===== src/rtl/coax_rx_byte_stream.sv =====
// Unpacks 10-bit words from a first-word-fall-through receive buffer into a
// two-byte-per-word stream; an upstream error emits a marker/code record and halts.
module coax_rx_byte_stream #(
    parameter logic [7:0] ERROR_MARKER = 8'h80
) (
    input  logic        clk,
    input  logic        reset,
    input  logic [9:0]  rx_data,
    input  logic        rx_empty,
    input  logic        rx_error,
    output logic        rx_read_strobe,
    output logic [7:0]  out_data,
    output logic        out_valid,
    input  logic        out_ready,
    output logic [15:0] word_count,
    output logic        halted
);

    localparam int unsigned WORD_W  = 10;
    localparam int unsigned BYTE_W  = 8;
    localparam int unsigned COUNT_W = 16;
    localparam logic [COUNT_W-1:0] COUNT_MAX = '1;

    typedef enum logic [2:0] {
        IDLE     = 3'd0,
        HIGH     = 3'd1,
        LOW      = 3'd2,
        ERR_HIGH = 3'd3,
        ERR_LOW  = 3'd4,
        HALT     = 3'd5
    } state_t;

    state_t              state;
    state_t              state_next;
    logic [WORD_W-1:0]   word;
    logic [BYTE_W-1:0]   err_code;

    // State register
    always_ff @(posedge clk) begin
        if (reset) begin
            state <= IDLE;
        end else begin
            state <= state_next;
        end
    end

    // Next-state logic; out_valid is high in every byte state, so a transfer is out_ready alone
    always_comb begin
        state_next = state;
        case (state)
            IDLE: begin
                if (rx_error) begin
                    state_next = ERR_HIGH;
                end else if (!rx_empty) begin
                    state_next = HIGH;
                end
            end
            HIGH:     if (out_ready) state_next = LOW;
            LOW:      if (out_ready) state_next = IDLE;
            ERR_HIGH: if (out_ready) state_next = ERR_LOW;
            ERR_LOW:  if (out_ready) state_next = HALT;
            HALT:     state_next = HALT;
            default:  state_next = IDLE;
        endcase
    end

    // Output decode: byte path depends on state and latched registers only
    always_comb begin
        out_valid      = 1'b0;
        out_data       = '0;
        halted         = 1'b0;
        rx_read_strobe = 1'b0;
        case (state)
            IDLE: begin
                rx_read_strobe = !reset && !rx_error && !rx_empty;
            end
            HIGH: begin
                out_valid = 1'b1;
                out_data  = BYTE_W'({6'b0, word[WORD_W-1:BYTE_W]});
            end
            LOW: begin
                out_valid = 1'b1;
                out_data  = word[BYTE_W-1:0];
            end
            ERR_HIGH: begin
                out_valid = 1'b1;
                out_data  = ERROR_MARKER;
            end
            ERR_LOW: begin
                out_valid = 1'b1;
                out_data  = err_code;
            end
            HALT: begin
                halted = 1'b1;
            end
            default: begin
                out_valid = 1'b0;
            end
        endcase
    end

    // Word/error capture and saturating delivered-word counter
    always_ff @(posedge clk) begin
        if (reset) begin
            word       <= '0;
            err_code   <= '0;
            word_count <= '0;
        end else begin
            if (state == IDLE) begin
                if (rx_error) begin
                    err_code <= rx_data[BYTE_W-1:0];
                end else if (!rx_empty) begin
                    word <= rx_data;
                end
            end
            if (state == LOW && out_ready && word_count != COUNT_MAX) begin
                word_count <= word_count + COUNT_W'(1);
            end
        end
    end

endmodule

===== config.mk =====
export PLATFORM = sky130hd
export DESIGN_NAME = coax_rx_byte_stream
export DESIGN_NICKNAME = d
export VERILOG_FILES = /design/src/rtl/coax_rx_byte_stream.sv
export SDC_FILE = /design/constraint.sdc
export NUM_CORES = 1
export LEC_CHECK = 0
export CAP_MARGIN = 20
export CORE_MARGIN = 2
export CORE_UTILIZATION = 53
export DETAILED_ROUTE_END_ITERATION = 12
export GPL_TIMING_DRIVEN = 0
export PLACE_DENSITY = 0.84
export SETUP_SLACK_MARGIN = 0.02
export SLEW_MARGIN = 15
export SYNTH_ARGS = -nofsm -noshare
export SYNTH_HDL_FRONTEND = slang
export SYNTH_SLANG_ARGS = --single-unit

===== constraint.sdc =====
create_clock -name clk -period 5 [get_ports clk]
set_input_delay 0.5 -clock clk [delete_from_list [all_inputs] [get_ports clk]]
set_output_delay 0.5 -clock clk [all_outputs]
set_load 0.005 [all_outputs]

==> impl_results.md, run 1 <==
* Status: finished clean
* Ant diodes at 0
* Critical Path, Cell by Cell: clkbuf_1, nor2b_1, clkbuf_1, a22oi_1, nor2_1, clkdlybuf4s50_1
* Cell taking the most area after synthesis: dfxtp_1
* Worst Hold Class: flop to flop
* Initial antenna violation count at 0
* Largest net degree at the start of global routing at 13
* Critical path buffers and inverters at 3
* Yosys reg bits at 37
* Reg2reg path depth at 5
* DP Wirelength at around 3.1 mm
* Clock sink count at 37
* FFs w/ async S/R, synth at 0%
* Multi-input gate area at approximately 1000 µm²
* Peak supply drop at between 150 and 200 µV
* Layout fillers at 298
* RSZ-0062 raised after global routing: false
* Nets at 291
* CP max FO at 10
* Row cnt at 21
* Post-CTS Resized at 0
* Slew @ Worst Pin at between 0.5 and 0.6 ns
* CTS Buffer Depth at 2
* Synthesized area per cell at 8.00 µm²
* First-pass iteration count of the detailed router at 4
* Synth top area cells: dfxtp_1 41%, a21oi_1 8.5%, nand2_1 7.4%
* # IOs at 42
* Cells after Synth at 227
* Worst Setup End Kind: output pin
* Crit path depth at 6
* Worst-path clk slew at 0.12 ns
* Total CTS buffers at 5
* Drt drc at 0
* Flop2flop setup slack at 2.88 ns
* Most common cell in the netlist: dfxtp_1
* Antenna Nets Post-Route at 0
* Vias in the first global route at 1685
* First-pass GRT wire length at 7.73 mm
* Initial Utilization at 54.9%
* Gr ovfl total at 0
* Worst slack, placed at 2.09 ns
* EDFF count, synth at 0
* Setup crit start kind: flop
* Seq/Total Area, Yosys at 40.8%
* CTS tree: done
* Final WL at about 4.5 mm
* Fin. max-slew vios at 0
* Area Growth Syn to Fin at 30.6%
* Worst min-delay path startpoint: err_code[5]
* Drt first-iter violations at approximately 140
* R2r startpoint: word_count[0]
* Final RePlAce weighted congestion at 0.843
* CP dominant cell by count: clkbuf_1
* CP max-delay cell: clkdlybuf4s50_1
* Synth top area share at 40.8%
* Final Hold Violating Endpoints at 0
* Worst-Skew Late Latency at approximately 0.37 ns
* WS Path Type: flop to output pin
* All-Layer GR Usage at 24.6%
* Fmax at 0.336 GHz
* P_leak at 0.769 nW
* WL/cell at 14.0 µm
* Setup ws final at just over 2 ns
* Most instantiated cells after synthesis: 37 x dfxtp_1, 36 x nand2_1, 31 x a21oi_1, 16 x nand3_1, 16 x nor2_1
* Reg area at 741 µm²
* Share of post-route cells with drive strength above 1 at 5.07%
* Worst R2R End: word_count[0]
* Hold_ws at 0.462 ns
* Synth warn at 0
* Main synth FF type: dfxtp_1
* Post-CTS Hold Buffers at 0
* Power Total at 0.000643 W
* Chip Height at between 60 and 70 µm
* Post-synth cell types at 37
* WHS Endpoint: err_code[5]
* Slew HR at ~60%
* Family with the most delay on the worst path: buffers and inverters
* Critical path's largest stage delay at around 0.52 ns
* Setup violators final at 0
* Dpl cells at 314
* TNS Setup at 0 ns
* Worst EP required at between 4 and 5 ns
* Mapped Area at 1820 µm²
* Max Cap Viol at 0
* Tmin final at 2.98 ns
* Die X at 62.5 µm
* Period utilization at 59.5%
* Non-Filler Instances at ~320
* Core area at 3310 µm²
* # H-tree levels at 2
* DR vias at about 1900
* Syn Nets at 243
* Post-CTS setup buffer count at 0
* Total die area at around 3900 µm²
* Power per cell area at 271 nW/µm²
* WP data arrival at 2.48 ns
* Final clock skew at 0.0161 ns
* Hold Path Stages at 2
* DR vias/cell at 5.76
* CTS root buffer: clkbuf_4
* Port-buffer cells at between 40 and 50
## tightest hold or removal path, stage by stage, from the launching register on
cell and delay (ns):
dfxtp_1 0.33, nand2_1 0.05, a21oi_1 0.05
## where the power goes
part	switching [W]	internal, W
Sequential	0.0000101	0.000308
Clock	0.000108	0.000119
Combinational	0.0000552	0.0000428
## area by class of cell
cell class                 instances  area share (%)
multi-input combinational        176            43.1
sequential                        37            31.2
timing repair buffer              41            17.3
tap                               46            2.42
clock buffer                       6            2.16
buffer                            12            1.90
clock inverter                     2            1.58
inverter                           2           0.316
## how the worst max path moves through the flow
stage                              from             end  slack, ns
final                          state[2]     out_data[6]       2.02
after global routing           state[2]     out_data[6]       1.82
after CTS                      state[2]     out_data[6]       2.06
after detailed placement          reset  rx_read_strobe       2.09
after global placement            reset  rx_read_strobe       2.10
after floorplan           word_count[0]   word_count[0]       3.18
## cell families after synthesis
kind of cell | after synthesis | share of synthesized area (%)
xor+xnor | 1 | 0.482
fa+ha+maj | 1 | 0.689
flops | 37 | 40.8
simple gates | 111 | 34.0
buf+inv | 14 | 2.89
compound gates | 61 | 20.0
mux | 2 | 1.17
## cell usage in the layout (no fill, tap or decap), types with 7 or more instances in the layout
cell type,instances
a21oi_1,31
nand2_1,36
nand3_1,16
clkbuf_1,12
clkdlybuf4s50_1,41
nor2b_1,7
nor2_1,16
or4_1,7
o31ai_1,7
dfxtp_1,37
a22oi_1,8
## per-stage QoR
stage          utilization, %  instance area, µm²
6_report                 71.7                2370
4_1_cts                  71.7                2370
3_3_place_gp             69.0                2280
5_1_grt                  71.7                2370
3_5_place_dp             69.0                2280
2_1_floorplan               -                1820
## flip-flops by register name, indices dropped and copies added, names as in the netlist
signal      cells
word_count     16
state           3
word           10
err_code        8
## metal layers
| metal | routed length (µm) | global-route usage, % | share of wire [%] |
|---|---|---|---|
| met3 | 172 | 6.31 | 3.8 |
| met1 | 2140 | 33.8 | 48 |
| met4 | 78 | 10.6 | 1.7 |
| met2 | 2110 | 36.7 | 47 |
| met5 | 0 | 0 | 0 |
Power figures use the tool's default switching activity.
==> inputs of run 2 (changes only) <==
--- a/config.mk
+++ b/config.mk
@@ -7,10 +7,10 @@
 export LEC_CHECK = 0
 export CAP_MARGIN = 20
 export CORE_MARGIN = 2
-export CORE_UTILIZATION = 53
+export CORE_UTILIZATION = 45
 export DETAILED_ROUTE_END_ITERATION = 12
 export GPL_TIMING_DRIVEN = 0
-export PLACE_DENSITY = 0.84
+export PLACE_DENSITY = 0.76
 export SETUP_SLACK_MARGIN = 0.02
 export SLEW_MARGIN = 15
 export SYNTH_ARGS = -nofsm -noshare
==> constraint.sdc (replaced) <==
create_clock -name clk -period 2.5 [get_ports clk]
set_input_delay 0.25 -clock clk [delete_from_list [all_inputs] [get_ports clk]]
set_output_delay 0.25 -clock clk [all_outputs]
set_load 0.005 [all_outputs]
==> run 2 against run 1 <==
Compared with the run above: first-iteration DRC count increased by 22%; setup slack got worse by 1.9 ns; global-route usage decreased by 2.2 points; flip-flop and latch count unchanged; largest cell class unchanged; largest power group unchanged.
==> impl_results.md, run 2 (same netlist as run 1, synthesis figures left out) <==
* Reg area at 741 µm² (unchanged)
* R2r startpoint: word_count[0] (unchanged)
* CP max FO at 10 (unchanged)
* Share of post-route cells with drive strength above 1 at 6.18% (was 5.07%)
* Worst EP required at 2.25 ns (was 4.50 ns)
* CP max-delay cell: clkdlybuf4s50_1 (unchanged)
* Initial antenna violation count at 0 (unchanged)
* Total CTS buffers at 5 (unchanged)
* Critical Path, Cell by Cell: clkbuf_1, nor2b_4, a22oi_1, nor2_1, clkdlybuf4s50_1 (was clkbuf_1, nor2b_1, clkbuf_1, a22oi_1, nor2_1, clkdlybuf4s50_1)
* Critical path buffers and inverters at 2 (was 3)
* Worst Setup End Kind: output pin (unchanged)
* Worst-path clk slew at 0.07 ns (was 0.12 ns)
* Worst min-delay path startpoint: err_code[0] (was err_code[5])
* First-pass GRT wire length at 7.77 mm (was 7.73 mm)
* Worst-Skew Late Latency at 0.28 ns (was 0.37 ns)
* Post-CTS Resized at 2 (was 0)
* Final Util at 60.7% (was 71.7%)
* Ant diodes at 0 (unchanged)
* Post-CTS setup buffer count at 0 (unchanged)
* Die X at 67.5 µm (was 62.5 µm)
* DP Wirelength at 3.19 mm (was 3.13 mm)
* Commonest non-fill, non-tap cell in the layout: clkdlybuf4s50_1 (unchanged)
* Peak supply drop at 385 µV (was 185 µV)
* Top reg by flops: word_count (unchanged)
* WP data arrival at 2.11 ns (was 2.48 ns)
* Final RePlAce weighted congestion at 0.785 (was 0.843)
* Total die area at 4560 µm² (was 3910 µm²)
* Layout fillers at 361 (was 298)
* WHS Endpoint: err_code[0] (was err_code[5])
* Port-buffer cells at 41 (unchanged)
* Flop2flop setup slack at 0.38 ns (was 2.88 ns)
* Power per cell area at 524 nW/µm² (was 271 nW/µm²)
* Tmin final at 2.36 ns
* # H-tree levels at 2 (unchanged)
* Fmax at approximately 0.42 GHz
* Gr ovfl total at 0 (unchanged)
* Setup crit start kind: flop (unchanged)
* WS Path Type: flop to output pin (unchanged)
* # IOs at 42 (unchanged)
* CTS root buffer: clkbuf_8 (was clkbuf_4)
* Nets at 291 (unchanged)
* CTS tree: done (unchanged)
* Final Hold Violating Endpoints at 0 (unchanged)
* CTS Buffer Depth at 2 (unchanged)
* Status: finished clean (unchanged)
* DR vias at 1825 (was 1856)
* Clock sink count at 37 (unchanged)
* Drt drc at 0 (unchanged)
* Area Growth Syn to Fin at 31.7% (was 30.6%)
* Slew HR at 59.8% (was 59.7%)
* Period utilization at around 94%
* WL/cell at 13.9 µm (was 14.0 µm)
* First-pass iteration count of the detailed router at 4 (unchanged)
* Hold Path Stages at 2 (unchanged)
* Worst Hold Class: flop to flop (unchanged)
* Largest regs: word_count (16), word (10), err_code (8) (unchanged)
* Reg2reg path depth at 5 (unchanged)
* Final clock skew at 0.00668 ns (was 0.0161 ns)
* Largest net degree at the start of global routing at 11 (was 13)
* Power Total at 0.00125 W (was 0.000643 W)
* Max Cap Viol at 0 (unchanged)
* All-Layer GR Usage at 22.5% (was 24.6%)
* Chip Height at 67.5 µm (was 62.5 µm)
* Commonest non-fill, non-tap cells in the layout: 41 x clkdlybuf4s50_1, 37 x dfxtp_1, 36 x nand2_1, 31 x a21oi_1 (unchanged)
* Core area at 3940 µm² (was 3310 µm²)
* Number of flip-flops under the largest register name at 16 (unchanged)
* Family with the most delay on the worst path: buffers and inverters (unchanged)
* Post-CTS Hold Buffers at 0 (unchanged)
* Setup violators final at 0 (unchanged)
* Critical path's largest stage delay at 0.52 ns (about the same)
* Worst R2R End: word_count[0] (unchanged)
* Drt first-iter violations at 165 (was 135)
* Fin. max-slew vios at 0 (unchanged)
* Multi-input gate area at 1040 µm² (was 1020 µm²)
* Final WL at 4.52 mm (was 4.50 mm)
* Vias in the first global route at 1736 (was 1685)
* P_leak at 0.783 nW (was 0.769 nW)
* Antenna Nets Post-Route at 0 (unchanged)
* Row cnt at 23 (was 21)
* DR vias/cell at 5.62 (was 5.76)
* Initial Utilization at 46.1% (was 54.9%)
* Slew @ Worst Pin at 0.598 ns (was 0.600 ns)
-- run 2: area by class of cell --
| type | count | area share (%) |
|---|---|---|
| sequential | 37 | 31.0 |
| buffer | 12 | 2.04 |
| inverter | 2 | 0.314 |
| multi-input combinational | 176 | 43.3 |
| timing repair buffer | 41 | 17.2 |
| clock buffer | 7 | 3.61 |
| tap | 50 | 2.62 |
-- run 2: stage by stage --
step                setup TNS (ns)  std cells  hold slack, ns  area, µm²  setup WS, ns
global placement                 0        318           0.442       2290         0.101
CTS                              0        325           0.457       2380        0.0867
finish                           0        325           0.455       2390         0.144
detailed placement               0        318           0.446       2290        0.0914
global route               -0.0207        325           0.484       2390       -0.0124
floorplan                        0        227           0.372       1820         0.679
-- run 2: layer usage --
layer	global-route usage, %	share of wire [%]
met4	7.14	0.53
met3	4.50	4.4
met5	0	0
met1	30.7	47
met2	35.5	48
-- run 2: where the power goes --
| group | internal [W] | switching (W) | total (W) |
|---|---|---|---|
| combinational | 0.0000893 | 0.000112 | 0.000201 |
| clock | 0.000219 | 0.000197 | 0.000416 |
| sequential | 0.000615 | 0.0000218 | 0.000637 |
-- run 2: how the worst max path moves through the flow --
stage / from / endpoint / cells after the start
global placement: reset / rx_read_strobe / 5
finish: state[1] / out_data[5] / 5
floorplan: word_count[0] / word_count[0] / 5
CTS: reset / rx_read_strobe / 5
global route: state[1] / out_data[2] / 5
detailed placement: reset / rx_read_strobe / 5
-- run 2: worst reg2reg max path, cell delays in order (launching register included) --
cell     delay, ns
dfxtp_1       0.48
ha_1          0.37
nand3_1       0.20
nor4_4        0.49
nor2_1        0.14
mux2_1        0.34
==> inputs of run 3 (changes only) <==
--- a/config.mk
+++ b/config.mk
@@ -6,11 +6,12 @@
 export NUM_CORES = 1
 export LEC_CHECK = 0
 export CAP_MARGIN = 20
+export CELL_PAD_IN_SITES_DETAIL_PLACEMENT = 1
+export CELL_PAD_IN_SITES_GLOBAL_PLACEMENT = 1
 export CORE_MARGIN = 2
-export CORE_UTILIZATION = 45
+export CORE_UTILIZATION = 32
 export DETAILED_ROUTE_END_ITERATION = 12
-export GPL_TIMING_DRIVEN = 0
-export PLACE_DENSITY = 0.76
+export PLACE_DENSITY_LB_ADDON = 0.1
 export SETUP_SLACK_MARGIN = 0.02
 export SLEW_MARGIN = 15
 export SYNTH_ARGS = -nofsm -noshare
==> run 3 against run 2 <==
Compared with the run above: via count grew 1.0%; worst hold slack gained 0.0040 ns; non-clock buffer count shrank 2; register-to-register slack improved by 0.14 ns.
==> impl_results.md, run 3 (same netlist as run 1, synthesis figures left out) <==
* Status: finished clean (unchanged)
* Clk pwr share at 33.7% (was 33.2%)
* # IOs at 42 (unchanged)
* CP max FO at 9 (was 10)
* Worst Hold Class: flop to flop (unchanged)
* Final Hold Violating Endpoints at 0 (unchanged)
* Int Power at 0.000929 W (was 0.000923 W)
* WL/cell at 15.6 µm (was 13.9 µm)
* Fmax at 0.445 GHz (was 0.424 GHz)
* Initial antenna violation count at 0 (unchanged)
* Drt drc at 0 (unchanged)
* Critical Path, Cell by Cell: nor2b_1, a22oi_1, nor2_1, clkdlybuf4s50_1 (was clkbuf_1, nor2b_4, a22oi_1, nor2_1, clkdlybuf4s50_1)
* Initial Utilization at 33.0% (was 46.1%)
* Share of power burned in registers at 49.6% (was 50.8%)
* Core area at 5510 µm² (was 3940 µm²)
* P_leak at 0.805 nW (was 0.783 nW)
* All-Layer GR Usage at 18.3% (was 22.5%)
* Worst Setup End Kind: output pin (unchanged)
* DR vias/cell at 5.34 (was 5.62)
* Number of flip-flops under the largest register name at 16 (unchanged)
* First-pass GRT wire length at 9.02 mm (was 7.77 mm)
* Final WL at 5.38 mm (was 4.52 mm)
* CTS root buffer: clkbuf_8 (unchanged)
* Post-CTS Resized at 0 (was 2)
* Period utilization at 89.9% (was 94.2%)
* Antenna Nets Post-Route at 0 (unchanged)
* Commonest non-fill, non-tap cells in the layout: 41 x clkdlybuf4s50_1, 37 x dfxtp_1, 36 x nand2_1, 31 x a21oi_1 (unchanged)
* CTS tree: done (unchanged)
* Largest net degree at the start of global routing at 40 (was 11)
* Slew HR at 58.9% (was 59.8%)
* Final Util at 44.2% (was 60.7%)
* Clock sink count at 37 (unchanged)
* Post-CTS setup buffer count at 0 (unchanged)
* Net Switching at 0.000351 W (was 0.000330 W)
* Worst-path clk slew at 0.07 ns (about the same)
* Max Cap Viol at 0 (unchanged)
* Nets at 289 (was 291)
* Peak supply drop at 248 µV (was 385 µV)
* First-pass iteration count of the detailed router at 4 (unchanged)
* Worst EP required at 2.25 ns (about the same)
* WS Path Type: flop to output pin (unchanged)
* # H-tree levels at 2 (unchanged)
* Tmin final at 2.25 ns (was 2.36 ns)
* Critical path buffers and inverters at 1 (was 2)
* DP Wirelength at 3.75 mm (was 3.19 mm)
* Die X at 79.3 µm (was 67.5 µm)
* Top reg by flops: word_count (unchanged)
* Row cnt at 27 (was 23)
* Drt first-iter violations at 107 (was 165)
* Worst-Skew Late Latency at 0.29 ns (was 0.28 ns)
* Hold_ws at 0.459 ns (was 0.455 ns)
* Fin. max-slew vios at 0 (unchanged)
* Chip Height at 79.3 µm (was 67.5 µm)
* Port-buffer cells at 41 (unchanged)
* Family with the most delay on the worst path: simple AND/OR/NAND/NOR gates (was buffers and inverters)
* Area Growth Syn to Fin at 34.0% (was 31.7%)
* Total CTS buffers at 5 (unchanged)
* Power per cell area at 526 nW/µm² (was 524 nW/µm²)
* CP max-delay cell: nor2b_1 (was clkdlybuf4s50_1)
* Vias in the first global route at 1742 (was 1736)
* Total die area at 6300 µm² (was 4560 µm²)
* Layout fillers at 683 (was 361)
* TNS Setup at 0 ns (unchanged)
* Sw Share at 27.4% (was 26.3%)
* Final RePlAce weighted congestion at 0.769 (was 0.785)
* WP data arrival at 2.00 ns (was 2.11 ns)
* Commonest non-fill, non-tap cell in the layout: clkdlybuf4s50_1 (unchanged)
* Setup crit start kind: flop (unchanged)
* DR vias at 1844 (was 1825)
* Comb power frac at 16.7% (was 16.0%)
* Final clock skew at 0.00475 ns (was 0.00668 ns)
* Gr ovfl total at 0 (unchanged)
* Ant diodes at 0 (unchanged)
* Critical path's largest stage delay at 0.52 ns (about the same)
* RSZ-0062 raised after global routing: false
* Slew @ Worst Pin at 0.616 ns (was 0.598 ns)
* Setup ws final at 0.252 ns (was 0.144 ns)
* Share of post-route cells with drive strength above 1 at 8.06% (was 6.18%)
* CTS Buffer Depth at 2 (unchanged)
* Worst slack, placed at 0.496 ns (was 0.0914 ns)
* Post-CTS Hold Buffers at 0 (unchanged)
* Setup violators final at 0 (unchanged)
* Largest regs: word_count (16), word (10), err_code (8) (unchanged)
-- run 3: cell count changes in the layout (fill, tap and decap cells not counted), sizes merged --
cell    delta
buf       +10
clkbuf    -12
-- run 3: layer usage --
metal	track usage [%]	up-vias	wire length, µm
li1	-	919	-
met1	27.1	891	2840
met2	26.8	28	2340
met3	3.52	6	140
met4	5.17	0	61
met5	0	-	0
-- run 3: worst reg2reg max path: cells and delay by family (launching register included) --
kind,cells,cell delay [ns]
AND/OR/NAND/NOR,2,0.66
flip-flops,1,0.52
AO/OA/AOI/OAI,2,0.36
adder cells (fa/ha/maj),1,0.35
-- run 3: layout make-up --
cell class | count | area [µm²] | area share (%)
clock buffer | 7 | 86.3 | 3.55
inverter | 2 | 7.51 | 0.308
multi-input combinational | 176 | 1020 | 42.1
sequential | 37 | 741 | 30.4
tap | 72 | 90.1 | 3.70
timing repair buffer | 51 | 485 | 19.9
-- run 3: power groups by stage --
stage                     Sequential [W]  Clock (W)  Combinational (W)
after floorplan                 0.000644          0           0.000115
after global placement          0.000648          0           0.000211
after detailed placement        0.000649          0           0.000214
after CTS                       0.000635   0.000447           0.000215
after global routing            0.000639   0.000480           0.000235
final                           0.000636   0.000431           0.000213
-- run 3: stage by stage --
| stage | total power [W] | std cells | cell area (µm²) |
|---|---|---|---|
| global route | 0.00135 | 345 | 2430 |
| floorplan | 0.000759 | 227 | 1820 |
| global placement | 0.000859 | 338 | 2350 |
| finish | 0.00128 | 345 | 2430 |
| detailed placement | 0.000863 | 338 | 2350 |
| CTS | 0.00130 | 345 | 2430 |
-- run 3: worst paths after layout --
kind | startpoint | end | slack [ns] | cells after the start
max | state[2] | out_data[3] | 0.25 | 4
max reg2reg | word_count[0] | word_count[14] | 0.52 | 5
min reg2reg | err_code[1] | err_code[1] | 0.46 | 2
min | err_code[1] | err_code[1] | 0.46 | 2
